<file path="src/rtl/branch_pc_if.sv">
// rtl/branch_pc_if.sv - EX-stage redirect bundle between pipeline control and the PC unit
//
// master: pipeline side (drives stall, EX-stage decode/operands, trap_ack)
// slave : branch_pc_unit (drives branch_unsigned, pc, flush, trap_req, counters)
interface branch_pc_if;
    logic        stall;
    logic        ex_valid;
    logic        ex_is_branch;
    logic        ex_is_jal;
    logic        ex_is_jalr;
    logic [2:0]  ex_funct3;
    logic        branch_equal;
    logic        branch_lessthan;
    logic [31:0] ex_pc;
    logic [31:0] ex_imm;
    logic [31:0] jalr_base;
    logic        trap_ack;
    logic        branch_unsigned;
    logic [31:0] pc;
    logic        flush;
    logic        trap_req;
    logic [15:0] branch_cnt;
    logic [15:0] taken_cnt;

    modport master (
        output stall, ex_valid, ex_is_branch, ex_is_jal, ex_is_jalr, ex_funct3,
               branch_equal, branch_lessthan, ex_pc, ex_imm, jalr_base, trap_ack,
        input  branch_unsigned, pc, flush, trap_req, branch_cnt, taken_cnt
    );

    modport slave (
        input  stall, ex_valid, ex_is_branch, ex_is_jal, ex_is_jalr, ex_funct3,
               branch_equal, branch_lessthan, ex_pc, ex_imm, jalr_base, trap_ack,
        output branch_unsigned, pc, flush, trap_req, branch_cnt, taken_cnt
    );
endinterface

</file>
<file path="src/rtl/branch_pc_unit.sv">
// rtl/branch_pc_unit.sv - branch resolution, fetch PC register and misaligned-target trap FSM
//
// Ports:
//   clk   - rising-edge clock
//   rst_n - synchronous active-low reset
//   bus   - branch_pc_if.slave: EX-stage inputs, stall, trap_ack in;
//           branch_unsigned (comb), flush (comb), pc, trap_req, branch_cnt, taken_cnt (registered) out
module branch_pc_unit #(
    parameter logic [31:0] RESET_PC = 32'h0000_0000,
    parameter logic [31:0] TRAP_VEC = 32'h0000_0100
) (
    input  logic        clk,
    input  logic        rst_n,
    branch_pc_if.slave  bus
);

    typedef enum logic {RUN, TRAP} state_t;

    state_t      state;
    logic [31:0] pc_q;
    logic        trap_q;
    logic [15:0] branch_cnt_q;
    logic [15:0] taken_cnt_q;

    logic        cond;
    logic        taken;
    logic        misaligned;
    logic        count_branch;
    logic [31:0] target;

    // funct3[2] selects lt vs eq compare, funct3[0] inverts; 010/011 are not branch codes.
    always_comb begin
        cond = 1'b0;
        case (bus.ex_funct3)
            3'b000:  cond =  bus.branch_equal;
            3'b001:  cond = ~bus.branch_equal;
            3'b100:  cond =  bus.branch_lessthan;
            3'b101:  cond = ~bus.branch_lessthan;
            3'b110:  cond =  bus.branch_lessthan;
            3'b111:  cond = ~bus.branch_lessthan;
            default: cond = 1'b0;
        endcase
    end

    always_comb begin
        target = bus.ex_pc + bus.ex_imm;
        if (bus.ex_is_jalr) begin
            target = (bus.jalr_base + bus.ex_imm) & 32'hFFFF_FFFE;
        end
    end

    assign taken        = bus.ex_valid & ((bus.ex_is_branch & cond) | bus.ex_is_jal | bus.ex_is_jalr);
    assign misaligned   = taken & target[1];
    assign count_branch = bus.ex_valid & bus.ex_is_branch;

    // Redirect is same-cycle so the younger IF/ID slots are squashed in the cycle the
    // decision is made; while trapped everything younger is squashed continuously.
    assign bus.flush = rst_n & ((state == RUN) ? (taken & ~bus.stall) : 1'b1);

    assign bus.branch_unsigned = bus.ex_funct3[1];
    assign bus.pc              = pc_q;
    assign bus.trap_req        = trap_q;
    assign bus.branch_cnt      = branch_cnt_q;
    assign bus.taken_cnt       = taken_cnt_q;

    always_ff @(posedge clk) begin
        if (!rst_n) begin
            state        <= RUN;
            pc_q         <= RESET_PC;
            trap_q       <= 1'b0;
            branch_cnt_q <= 16'h0000;
            taken_cnt_q  <= 16'h0000;
        end else begin
            case (state)
                RUN: begin
                    if (!bus.stall) begin
                        // Counting is independent of the trap: a misaligned taken branch still counts.
                        if (count_branch) begin
                            branch_cnt_q <= branch_cnt_q + 16'd1;
                            if (cond) begin
                                taken_cnt_q <= taken_cnt_q + 16'd1;
                            end
                        end
                        if (misaligned) begin
                            pc_q   <= TRAP_VEC;
                            trap_q <= 1'b1;
                            state  <= TRAP;
                        end else if (taken) begin
                            pc_q <= target;
                        end else begin
                            pc_q <= pc_q + 32'd4;
                        end
                    end
                end
                TRAP: begin
                    // pc stays parked on the vector; increment resumes from it after return.
                    pc_q <= TRAP_VEC;
                    if (bus.trap_ack) begin
                        state  <= RUN;
                        trap_q <= 1'b0;
                    end
                end
                default: state <= RUN;
            endcase
        end
    end

endmodule

</file>
<file path="src/flat_wrapper.sv">
// flat-port wrapper written by rule: the top's interface ports become plain ports
module branch_pc_unit_flat 
#(
    parameter logic [31:0] RESET_PC = 32'h0000_0000,
    parameter logic [31:0] TRAP_VEC = 32'h0000_0100
)
  (clk, rst_n, bus_stall, bus_ex_valid, bus_ex_is_branch, bus_ex_is_jal, bus_ex_is_jalr, bus_ex_funct3, bus_branch_equal, bus_branch_lessthan, bus_ex_pc, bus_ex_imm, bus_jalr_base, bus_trap_ack, bus_branch_unsigned, bus_pc, bus_flush, bus_trap_req, bus_branch_cnt, bus_taken_cnt);
  branch_pc_if bus_i ();
  input  logic clk;
  input  logic rst_n;
  input wire logic [$bits(bus_i.stall)-1:0] bus_stall;
  input wire logic [$bits(bus_i.ex_valid)-1:0] bus_ex_valid;
  input wire logic [$bits(bus_i.ex_is_branch)-1:0] bus_ex_is_branch;
  input wire logic [$bits(bus_i.ex_is_jal)-1:0] bus_ex_is_jal;
  input wire logic [$bits(bus_i.ex_is_jalr)-1:0] bus_ex_is_jalr;
  input wire logic [$bits(bus_i.ex_funct3)-1:0] bus_ex_funct3;
  input wire logic [$bits(bus_i.branch_equal)-1:0] bus_branch_equal;
  input wire logic [$bits(bus_i.branch_lessthan)-1:0] bus_branch_lessthan;
  input wire logic [$bits(bus_i.ex_pc)-1:0] bus_ex_pc;
  input wire logic [$bits(bus_i.ex_imm)-1:0] bus_ex_imm;
  input wire logic [$bits(bus_i.jalr_base)-1:0] bus_jalr_base;
  input wire logic [$bits(bus_i.trap_ack)-1:0] bus_trap_ack;
  output wire logic [$bits(bus_i.branch_unsigned)-1:0] bus_branch_unsigned;
  output wire logic [$bits(bus_i.pc)-1:0] bus_pc;
  output wire logic [$bits(bus_i.flush)-1:0] bus_flush;
  output wire logic [$bits(bus_i.trap_req)-1:0] bus_trap_req;
  output wire logic [$bits(bus_i.branch_cnt)-1:0] bus_branch_cnt;
  output wire logic [$bits(bus_i.taken_cnt)-1:0] bus_taken_cnt;
  assign bus_i.stall = bus_stall;
  assign bus_i.ex_valid = bus_ex_valid;
  assign bus_i.ex_is_branch = bus_ex_is_branch;
  assign bus_i.ex_is_jal = bus_ex_is_jal;
  assign bus_i.ex_is_jalr = bus_ex_is_jalr;
  assign bus_i.ex_funct3 = bus_ex_funct3;
  assign bus_i.branch_equal = bus_branch_equal;
  assign bus_i.branch_lessthan = bus_branch_lessthan;
  assign bus_i.ex_pc = bus_ex_pc;
  assign bus_i.ex_imm = bus_ex_imm;
  assign bus_i.jalr_base = bus_jalr_base;
  assign bus_i.trap_ack = bus_trap_ack;
  assign bus_branch_unsigned = bus_i.branch_unsigned;
  assign bus_pc = bus_i.pc;
  assign bus_flush = bus_i.flush;
  assign bus_trap_req = bus_i.trap_req;
  assign bus_branch_cnt = bus_i.branch_cnt;
  assign bus_taken_cnt = bus_i.taken_cnt;
  branch_pc_unit #(.RESET_PC(RESET_PC), .TRAP_VEC(TRAP_VEC)) u_core (.clk(clk), .rst_n(rst_n), .bus(bus_i));
endmodule
</file>
<file path="config.mk">
export PLATFORM = sky130hd
export DESIGN_NAME = branch_pc_unit_flat
export DESIGN_NICKNAME = d
export VERILOG_FILES = /design/src/rtl/branch_pc_if.sv /design/src/rtl/branch_pc_unit.sv /design/src/flat_wrapper.sv
export SDC_FILE = /design/constraint.sdc
export NUM_CORES = 1
export LEC_CHECK = 0
export ABC_CLOCK_PERIOD_IN_PS = 4590
export BUFFER_PORTS_ARGS = -buffer_cell sky130_fd_sc_hd__buf_4
export CORE_ASPECT_RATIO = 1.2
export CORE_MARGIN = 3
export CORE_UTILIZATION = 45
export DETAILED_ROUTE_END_ITERATION = 16
export PLACE_DENSITY = 0.73
export SLEW_MARGIN = 40
export SYNTH_ARGS = -nofsm -noshare
export SYNTH_HDL_FRONTEND = slang
export SYNTH_SLANG_ARGS = --single-unit
</file>
<file path="constraint.sdc">
create_clock -name clk -period 4.59 [get_ports clk]
set_clock_uncertainty 0.2 [all_clocks]
set_input_delay 0.6885 -clock clk [delete_from_list [all_inputs] [get_ports clk]]
set_output_delay 0.6885 -clock clk [all_outputs]
set_load 0.1 [all_outputs]
</file>
==> results of run 1 <==
==> through the flow <==
stage / worst slack [ns] / hold slack [ns] / instances
after floorplan: 0.973 / 0.418 / 965
after global placement: 0.849 / 0.240 / 1312
after detailed placement: 0.789 / 0.248 / 1312
after CTS: 1.13 / 0.256 / 1328
after global routing: 0.839 / 0.282 / 1328
final: 1.09 / 0.262 / 1328
==> cell families (layout without fill, tap and decap cells) <==
kind of cell / Yosys count / in the layout
compound gates: 336 / 336
xor+xnor: 78 / 78
fa+ha+maj: 66 / 66
buf+inv: 60 / 219
flops: 65 / 65
mux: 8 / 8
other cells: 1 / 1
simple gates: 351 / 351
==> worst min path at each step <==
stage	endpoint	slack (ns)	cells past startpoint
floorplan	u_core.bus.trap_req	0.42	3
global route	u_core.bus.pc[0]	0.28	2
global placement	u_core.bus.pc[0]	0.24	2
detailed placement	u_core.bus.pc[0]	0.25	2
CTS	u_core.bus.pc[0]	0.26	2
finish	u_core.bus.pc[0]	0.26	2
==> critical path, cell delays in order <==
cell	delay [ns]
buf_4	0.09
ha_1	0.19
inv_1	0.07
fa_1	0.39
nand2b_1	0.16
a211oi_1	0.33
nor2_1	0.13
a21oi_1	0.24
a31oi_1	0.27
a2bb2oi_2	0.26
o221ai_1	0.29
xnor2_1	0.10
o21a_1	0.18
a211oi_2	0.16
==> final cells by class <==
type / instances / area (um^2) / area share
inverters: 24 / 90.1 / 0.0103
well taps: 204 / 255 / 0.0291
clock buffers: 9 / 225 / 0.0256
repair buffers: 179 / 1340 / 0.153
multi-input cells: 840 / 5490 / 0.625
clock inverters: 7 / 80.1 / 0.00911
flip-flops and latches: 65 / 1300 / 0.148
==> cells in the final DEF (no fill, tap or decap), types with 24 or more instances in the layout <==
cell        n
buf_4     179
nand2_1    93
dfxtp_1    65
ha_1       64
xor2_1     41
a21o_1     41
a21oi_1    95
xnor2_1    37
nand2b_1   24
nor2_1     93
o21ai_0    84
nand3_1    43
==> layer usage <==
layer | vias to the layer above | wire length, um | GRT usage
li1 | 3852 | - | -
met1 | 3482 | 9400 | 0.306
met2 | 222 | 10200 | 0.412
met3 | 38 | 1010 | 0.0408
met4 | 0 | 480 | 0.0633
met5 | - | 0 | 0
==> flip-flops by register name, indices dropped and copies added, names as in the netlist <==
register and count:
u_core.bus.branch_cnt 16, u_core.bus.pc 31, u_core.bus.taken_cnt 16, u_core.bus.trap_req 1, u_core.state 1
==> power by group <==
part	internal, mW	leakage, nW	switching [mW]
combinational	0.373	3.19	0.631
sequential	0.590	0.527	0.0372
clock	0.425	0.142	0.273
total	1.39	3.86	0.942
==> flow_summary.toml, run 1 <==
[synthesis]
netlist.top_cell.by_area = "dfxtp_1"
cells_after_synthesis = 965
synth_seq_cells = 65
synth_warnings = 0
synth.cell_area_mm2 = 0.00702
synth_area_per_cell_um2 = 7.28
synth_area_leaders = "dfxtp_1 19%, ha_1 11%, a21oi_1 6.8%, o21ai_0 6.0%, xor2_1 5.1%"
yosys.area_share.simple = 0.242
ys_top_cells_by_count = "95 x a21oi_1, 93 x nand2_1, 93 x nor2_1"
synth_top_flop_cell = "dfxtp_1"
yosys.area_share.adder = 0.120
synth_top_family_by_area = "compound AO/OA/AOI/OAI gates"
syn_nets = 1140
number_of_enable_type_register_cells_in_the_synthesized_netlist = 0
seq_area_frac_synth = 0.185
netlist.area_leader.share = 0.185
postSynth.asyncResetShare = 0
post_synth_num_cell_types = 75
synthXorXnorAreaFrac = 0.0973
synth_most_common_cell = "a21oi_1"
post_synth_mux_area_share = 0.0116
synth_compound_gate_area_share = 0.310

[placement]
globalplace.congestion = 0.953
postPlaceCellArea_mm2 = 0.00848
post-dp-hpwl_mm = 16.8
numPortBuffers = 174

[worst_setup_path]
crit_start = "bus_ex_imm[0]"
r2r-start = "u_core.state"
worst-setup-path-type = "in2reg"
reg2reg_depth = 9
crit_required_ns = 4.65
endpoint = "u_core.bus.pc[30]"
setup.worst_path.start_class = "input pin"
regToRegSetupSlack_ns = 1.72
end_kind = "flip-flop"
worstPathArrival_ns = 3.56
rr_endpoint = "u_core.bus.taken_cnt[15]"
worstPathMaxFanout = 5

[power_and_ir_drop]
leakage_power_figure_nw = 3.86
power_density_of_the_placed_cells_mw_per_mm2 = 265
ir_drop_v = 0.000172
power.total_mw = 2.33

[sta]
fmax_mhz = 286
final_hold_viol_count = 0
tightestPinTransition_ns = 0.684
period_share = 0.762
final-max-slew-violation-count = 0
period_minus_slack_ns = 3.50
fin_setup_tns_ns = 0
slew-limit-headroom = 0.544
grt_setup_unrepaired = "no"
setup-violations-final = 0

[clock_tree]
clock_path_buffers = 2
cts-hold-fix-buffers = 0
cts_root_buffer = "clkbuf_16"
clock_tree.htree_level_count = 3
post_cts_resize_count = 0
cts_setup_buffers = 0
tritoncts.num_buffers = 9
worstSkewPairLatency_ns = 0.34
clock_net_sink_count = 65
tritoncts = "yes"
clkTransAtPathRegs_ns = 0.06

[detailed_routing]
drt-wirelength-per-cell_um = 15.9
dr.pass1.iters = 5
drt-initial-drc-count = 423
wl_mm = 21.1
routed-via-count = 7594
drt-vias-per-instance = 5.72
drt_drc_violations_left = 0
antenna_violating_nets_post_route = 0

[min_path]
hp-class = "reg2reg"
source_of_the_worst_hold_timing_path = "u_core.bus.pc[0]"

[die]
rows = 49
start_util = 0.464
dieHeight_um = 143
core_mm2 = 0.0151
boundaryPins = 176
floorplan.die_area_mm2 = 0.0171
die_w_um = 120

[global_routing]
global_route_usage_over_all_layers = 0.238
grt_pass1_wl_mm = 33.7
via_count_of_the_first_global_routing_pass = 6946
gr-total-overflow = 0
number_of_antenna_violations_at_the_first_check_in_global_routing = 0
grt_max_degree = 53

[finish]
post_route_cells_drive_above_1_share = 0.193
insertedDiodeCount = 0
finalNetCount = 1294
core_util_final = 0.580
count_of_filler_cells_inserted_in_the_layout = 1465
post_layout_instance_area_mm2 = 0.00879
area.growth.synth_to_final_pct = 25.1

[job]
max-cap-violations = 0

[status]
outcome = "completed"
Note: power is estimated with default switching activity, not from simulation.
==> inputs of run 2 (changes only) <==
--- a/config.mk
+++ b/config.mk
@@ -5,13 +5,13 @@
 export SDC_FILE = /design/constraint.sdc
 export NUM_CORES = 1
 export LEC_CHECK = 0
-export ABC_CLOCK_PERIOD_IN_PS = 4590
+export ABC_CLOCK_PERIOD_IN_PS = 3000
 export BUFFER_PORTS_ARGS = -buffer_cell sky130_fd_sc_hd__buf_4
 export CORE_ASPECT_RATIO = 1.2
 export CORE_MARGIN = 3
 export CORE_UTILIZATION = 45
 export DETAILED_ROUTE_END_ITERATION = 16
-export PLACE_DENSITY = 0.73
+export PLACE_DENSITY = 0.76
 export SLEW_MARGIN = 40
 export SYNTH_ARGS = -nofsm -noshare
 export SYNTH_HDL_FRONTEND = slang
==> constraint.sdc (replaced) <==
create_clock -name clk -period 3 [get_ports clk]
set_clock_uncertainty 0.2 [all_clocks]
set_input_delay 0.45 -clock clk [delete_from_list [all_inputs] [get_ports clk]]
set_output_delay 0.45 -clock clk [all_outputs]
set_load 0.1 [all_outputs]
==> flow_summary.toml, run 2 (synthesized netlist as in run 1, its figures left out) <==
[placement]
globalplace.congestion = 1.01
postPlaceCellArea_mm2 = 0.00957
post-dp-hpwl_mm = 19.3
place_worst_setup_slack_ns = -0.424
numPortBuffers = 174

[clock_tree]
clock_path_buffers = 2
tritoncts.num_buffers = 9
clock_tree.htree_level_count = 3
cts_root_buffer = "clkbuf_16"
tritoncts = "yes"
worstSkewPairLatency_ns = 0.33
clkTransAtPathRegs_ns = 0.05
clock_net_sink_count = 65

[finish]
post_route_cells_drive_above_1_share = 0.312
insertedDiodeCount = 0
sequential_cell_area_mm2 = 0.00131
core_util_final = 0.667
post_layout_instance_area_mm2 = 0.0101
largest_register_ff_count = 31
area.growth.synth_to_final_pct = 43.9
count_of_filler_cells_inserted_in_the_layout = 1291
total_area_of_multi_input_combinational_cells_mm2 = 0.00569
mostFrequentLayoutCell = "buf_4"
finalNetCount = 1442
final_cell_mix = "327 x buf_4, 93 x nand2_1, 91 x nor2_1, 91 x a21oi_1, 78 x o21ai_0"

[global_routing]
grt_pass1_wl_mm = 38.8
via_count_of_the_first_global_routing_pass = 8151
gr-total-overflow = 0
grt_max_degree = 51
global_route_usage_over_all_layers = 0.273
number_of_antenna_violations_at_the_first_check_in_global_routing = 0

[detailed_routing]
antenna_violating_nets_post_route = 0
drt-initial-drc-count = 439
dr.pass1.iters = 5
drt-wirelength-per-cell_um = 16.2
routed-via-count = 8361
drt-vias-per-instance = 5.67
wl_mm = 24.0
drt_drc_violations_left = 0

[sta]
tightestPinTransition_ns = 0.522
period_share = 0.976
period_minus_slack_ns = 2.93
fin_setup_tns_ns = 0
setup_slack_ns = 0.0707
final-max-slew-violation-count = 0
slew-limit-headroom = 0.652
fmax_mhz = 341
final_hold_viol_count = 0
setup-violations-final = 0

[worst_setup_path]
regToRegSetupSlack_ns = 0.19
crit_required_ns = 3.04
worstPathMaxFanout = 5
crit_path_top_delay_cell = "ha_1"
rr_endpoint = "u_core.bus.pc[30]"
worstPathArrival_ns = 2.97
timing.critical_path.slowest_cell_delay_ns = 0.32
worst-setup-path-type = "in2reg"
end_kind = "flip-flop"
cell_by_cell_trace_of_the_critical_path = "buf_4 -> ha_1 -> buf_4 -> nand2_1 -> o21a_1 -> o2111a_1 -> o2111ai_1 -> nand2_1 -> o31ai_1 -> o221ai_1 -> xnor2_1 -> a211oi_1 -> nor4_1"
r2r-start = "u_core.bus.pc[2]"
reg2reg_depth = 11
setup.worst_path.start_class = "input pin"

[power_and_ir_drop]
leakage_power_figure_nw = 4.62
power_density_of_the_placed_cells_mw_per_mm2 = 389
ir_drop_v = 0.000218

[min_path]
hp-class = "in2reg"
holdPathStages = 3
worstHoldEndpoint = "u_core.state"
source_of_the_worst_hold_timing_path = "bus_trap_ack"

[die]
start_util = 0.464
rows = 49
core_mm2 = 0.0151
floorplan.die_area_mm2 = 0.0171
dieHeight_um = 143
boundaryPins = 176
die_w_um = 120

[status]
outcome = "completed"

[job]
max-cap-violations = 0
==> run 2: cell types whose count changed in the layout (fill, tap and decap cells not counted), moves of 4 or more <==
cell / change
buf_4: +148
o21ai_0: -6
dfxtp_1: -5
dfxtp_2: +5
a211oi_1: -4
a21oi_1: -4
==> run 2: worst max-delay path by stage <==
stage / to / cells after the start / from / slack [ns]
floorplan: u_core.bus.pc[30] / 9 / u_core.bus.pc[7] / -0.02
global placement: u_core.bus.pc[30] / 14 / bus_ex_imm[0] / -0.29
detailed placement: u_core.bus.pc[20] / 14 / bus_ex_imm[0] / -0.42
CTS: u_core.bus.pc[28] / 13 / bus_ex_imm[1] / 0.01
global route: u_core.bus.pc[30] / 12 / bus_jalr_base[11] / -0.008
finish: u_core.bus.pc[29] / 13 / bus_ex_imm[12] / 0.07
==> run 2: critical path, delay by kind of cell <==
family,cells,cell delay (ns)
AND/OR/NAND/NOR,3,0.43
AO/OA/AOI/OAI,6,1.21
buffers and inverters,2,0.27
XOR/XNOR,1,0.27
adder cells (fa/ha/maj),1,0.32
==> run 2: layout make-up <==
cell class	count	area share
sequential	65	0.129
multi-input combinational	840	0.563
inverter	24	0.00892
tap	204	0.0253
timing repair buffer	327	0.243
clock buffer	12	0.0244
clock inverter	3	0.00644
==> run 2: routing by layer <==
metal	GRT usage	vias up	share of wire
met5	0	-	0
met4	0.0808	0	0.024
met3	0.0448	46	0.067
met2	0.482	298	0.49
met1	0.341	3862	0.42
li1	-	4155	-
==> run 2: metrics by stage <==
step                      power, mW  cells  hold WS [ns]
final                          3.94   1475         0.199
after floorplan                2.08    965         0.418
after global placement         2.73   1456         0.244
after CTS                      3.87   1471         0.194
after global routing           4.13   1475         0.217
after detailed placement       2.75   1456         0.261
==> run 2: power by group <==
group,switching [mW],internal (mW),leakage (nW)
Combinational,1.08,0.788,3.94
Clock,0.368,0.744,0.153
Sequential,0.0545,0.904,0.529
==> run 2: repair_timing <==
| action | 4_1_cts | 5_1_grt |
|---|---|---|
| hold buffers | 0 | 0 |
| setup buffers | 0 | 4 |
| setup endpoints to repair | 5 | 13 |
| resized for setup | 2 | 40 |
| pin swaps | 0 | 24 |
